===== config.mk =====
export PLATFORM = sky130hd
export DESIGN_NAME = sync_down_counter
export DESIGN_NICKNAME = d
export VERILOG_FILES = /design/src/rtl/sync_down_counter.sv
export SDC_FILE = /design/constraint.sdc
export NUM_CORES = 1
export LEC_CHECK = 0
export ABC_AREA = 1
export BUFFER_PORTS_ARGS = -buffer_cell sky130_fd_sc_hd__buf_4
export CORE_AREA = 4 4 41 43
export DETAILED_ROUTE_END_ITERATION = 6
export DIE_AREA = 0 0 45 47
export PLACE_DENSITY = 0.54
export SYNTH_ARGS = -nofsm -noshare
export SYNTH_HDL_FRONTEND = slang
export SYNTH_SLANG_ARGS = --single-unit

===== constraint.sdc =====
create_clock -name clk -period 2.45 [get_ports clk]
set_input_delay 0.245 -clock clk [delete_from_list [all_inputs] [get_ports clk]]
set_output_delay 0.245 -clock clk [all_outputs]
set_load 0.02 [all_outputs]

===== src/rtl/sync_down_counter.sv =====
// Loadable down-counter with zero flag, borrow-out and expiry pulse.
// Define SYNC_DOWN_COUNTER_AUTORELOAD_EN to reload `count` on underflow.
module sync_down_counter #(
  parameter int WIDTH = 4
) (
  input  logic             clk,
  input  logic             reset,
  input  logic             en,
  input  logic             load,
  input  logic [WIDTH-1:0] count,
  output logic [WIDTH-1:0] A,
  output logic             zero,
  output logic             tc,
  output logic             expired
);

  logic [WIDTH-1:0] r_a;
  logic             r_expired;
  logic [WIDTH-1:0] w_tog;
  logic [WIDTH-1:0] w_next;
  logic             w_one;

  // Borrow chain: bit i flips when every lower bit is already 0.
  always_comb begin
    w_tog[0] = 1'b1;
    for (int i = 1; i < WIDTH; i++) begin
      w_tog[i] = w_tog[i-1] & ~r_a[i-1];
    end
  end

`ifdef SYNC_DOWN_COUNTER_AUTORELOAD_EN
  assign w_next = zero ? count : (r_a ^ w_tog);
`else
  assign w_next = r_a ^ w_tog;
`endif

  assign w_one   = (r_a == WIDTH'(1));
  assign zero    = (r_a == '0);
  assign tc      = en & zero;
  assign A       = r_a;
  assign expired = r_expired;

  always_ff @(posedge clk or negedge reset) begin
    if (!reset) begin
      r_a       <= '0;
      r_expired <= 1'b0;
    end else if (load) begin
      r_a       <= count;
      r_expired <= 1'b0;
    end else if (en) begin
      r_a       <= w_next;
      r_expired <= w_one;
    end else begin
      r_expired <= 1'b0;
    end
  end

endmodule


==> impl_results.md <==
* Max frequency at 0.644 GHz
* Slowest-stage cell, CP: dfrtp_1
* Tmin final at 1.55 ns
* Total of warnings raised by yosys at 0
* Nature of the critical path endpoint: primary output
* Max incr delay on CP at 0.40 ns
* Status: complete, no violations
* Finish-stage setup viols at 0
* Initial core utilization at 23.9%
* Most used cell, CP: inv_1
* RSZ-0062 raised after global routing: false
* Static Leakage at 0.272 nW
* Setup TNS Final at 0 ns
* Post-Syn Area at 312 sq um
* Post-Route WL at 740 um
* I/O pins at 15
* Worst Path Required at 2.20 ns
* Root buffer cell: clkbuf_4
* Critical path startpoint category: flip-flop
* Final Hold Viols at 0
* Post-synthesis cell type count at 9
* Max FO, Critical Path at 4
* DIE AREA at 2120 sq um
* Area grow syn2layout at 51.4%
* Rows at 13
* Via count at 320
* Largest net degree at the start of global routing at 8
* Reg power frac at 35.4%
* Worst Path Arrival at 1.31 ns
* Overall routing resource usage at 9.11%
* Post-CTS Resized at 0
* 1st-pass router iterations at 3
* Dpl hpwl at 616 um
* Crit-path cells: inv_1 > ha_1 > inv_1 > nor3_1 > buf_4
* Clock Sinks at 5
* Overflow after GRT at 0
* Pre-CTS setup slack at 1.13 ns
* Clock transition at the registers of the reported paths at 0.04 ns
* Commonest non-fill, non-tap cell in the layout: nand2_1
* First-pass GRT wire length at 1190 um
* Chip width at 45 um
* Initial antenna violation count at 0
* Cell family with most CP delay: flip-flops
* Drt first-iter violations at 4
* Net Sw Frac at 32.3%
* Clk_skew at 0.00105 ns
* Relative slew slack at 86.0%
* Num CTS Buffers at 3
* Final Cycle Share at 63.4%
* Internal at 0.000191 W
* Deepest clock path buffer count at 2
* P_sw at 0.0000914 W
* Pwr dens at 599 nW/um^2
* Vias in the first global route at 294
* Final WS setup at 0.896 ns
* CP Buf/Inv Count at 3
* Fillers at 165
* Routability cong. at 0.697
* Core area at 1300 sq um
* DRC Markers at 0
* Max rail drop VDD at 194 uV
* ANT nets after route at 0
* Port buffer count at 14
* CTS tree: done
* Vias per cell at 4.16
* Commonest non-fill, non-tap cells in the layout: 15 x nand2_1, 14 x buf_4, 10 x inv_1
* Max cap viols at 0
* H-tree Lvls at 1
* Clk pwr share at 34.3%
* Post-synth net total at 54
* Clk_lat worst skew at 0.24 ns
* Layout Nets at 74
* Avg Inst Size Synth at 7.25 sq um
* Share of post-route cells with drive strength above 1 at 32.3%
* Drt wl/cell at 9.61 um
* Sequential share of the synthesized area at 40.2%
* Diode count at 0
* Yosys reg bits at 5
* Mapped Cells at 43
* Die Ht at 47 um
* Power share of the combinational group at 30.3%
* Area of the multi-input gates at 149 sq um
* Total area of sequential cells at 125 sq um
* Crit Path Class: flip-flop to primary output
* Worst min path class: input pin to flip-flop
* Slew @ Worst Pin at 0.210 ns
* Final Slew Violations at 0
-- cell usage after synthesis, drive strengths merged --
cell,number,area [sq um]
nand2,15,56.3
inv,10,37.5
dfrtp,5,125
nand3,4,20.0
ha,3,37.5
nor2,3,16.3
nor3,2,10.0
a21oi,1,8.76
-- per-stage QoR --
| stage | power, W | cells | area (sq um) | utilization [%] | hold slack (ns) |
|---|---|---|---|---|---|
| finish | 0.000282 | 77 | 472 | 36.3 | 0.214 |
| global route | 0.000312 | 77 | 472 | 36.3 | 0.188 |
| CTS | 0.000292 | 77 | 472 | 36.3 | 0.197 |
| detailed placement | 0.000187 | 72 | 435 | 33.5 | 0.0533 |
| global placement | 0.000187 | 72 | 435 | 33.5 | 0.0541 |
| floorplan | 0.000149 | 43 | 312 | - | -0.0506 |
-- state kept, by name (all words and copies together) (netlist names) --
name and count:
A 4, expired 1
-- timing repair --
action | CTS | global route
setup endpoints to repair | 0 | 0
setup buffers | 0 | 0
endpoints found under the hold margin | 5 | 0
hold buffers | 1 | 0
-- cell families (layout without fill, tap and decap cells) --
family	count (synthesis)	in the layout	share of synthesized area [%]
buffers and inverters	10	29	12.0
adders and majority gates	3	3	12.0
AOI/OAI and AO/OA	1	1	2.81
DFF	5	5	40.2
and+or+nand+nor	24	24	32.9
-- power groups by stage --
stage / combinational [W] / clock (W) / sequential [W]
global placement: 0.0000861 / 0 / 0.000101
finish: 0.0000856 / 0.0000969 / 0.0000999
floorplan: 0.0000382 / 0 / 0.000111
global route: 0.0000972 / 0.000114 / 0.000101
CTS: 0.0000874 / 0.000105 / 0.000100
detailed placement: 0.0000859 / 0 / 0.000101
-- area by class of cell --
class / count / area share, %
timing repair buffer: 15 / 24.4
clock buffer: 4 / 5.57
tap: 15 / 3.98
inverter: 10 / 7.96
multi-input combinational: 28 / 31.6
sequential: 5 / 26.5
-- worst min-delay path, stage by stage --
cell     delay, ns
buf_4         0.08
nand2_1       0.04
nand3_1       0.06
-- worst paths after layout --
kind	from	to	slack (ns)	cells past startpoint
max in group asynchronous	reset	A[0]	2.00	2
min	count[2]	A[2]	0.21	3
max	A[0]	tc	0.90	5
min reg2reg	A[1]	A[1]	0.53	2
max reg2reg	A[0]	A[2]	1.27	6
min in group asynchronous	reset	A[2]	0.34	2
-- per-layer routing --
layer | vias to the layer above | track usage, % | part of all wire [%]
li1 | 168 | - | -
met1 | 139 | 9.40 | 43
met2 | 13 | 12.1 | 45
met3 | 0 | 6.13 | 12
met4 | 0 | 8.77 | 0
met5 | - | 0 | 0
Power figures use the tool's default switching activity.
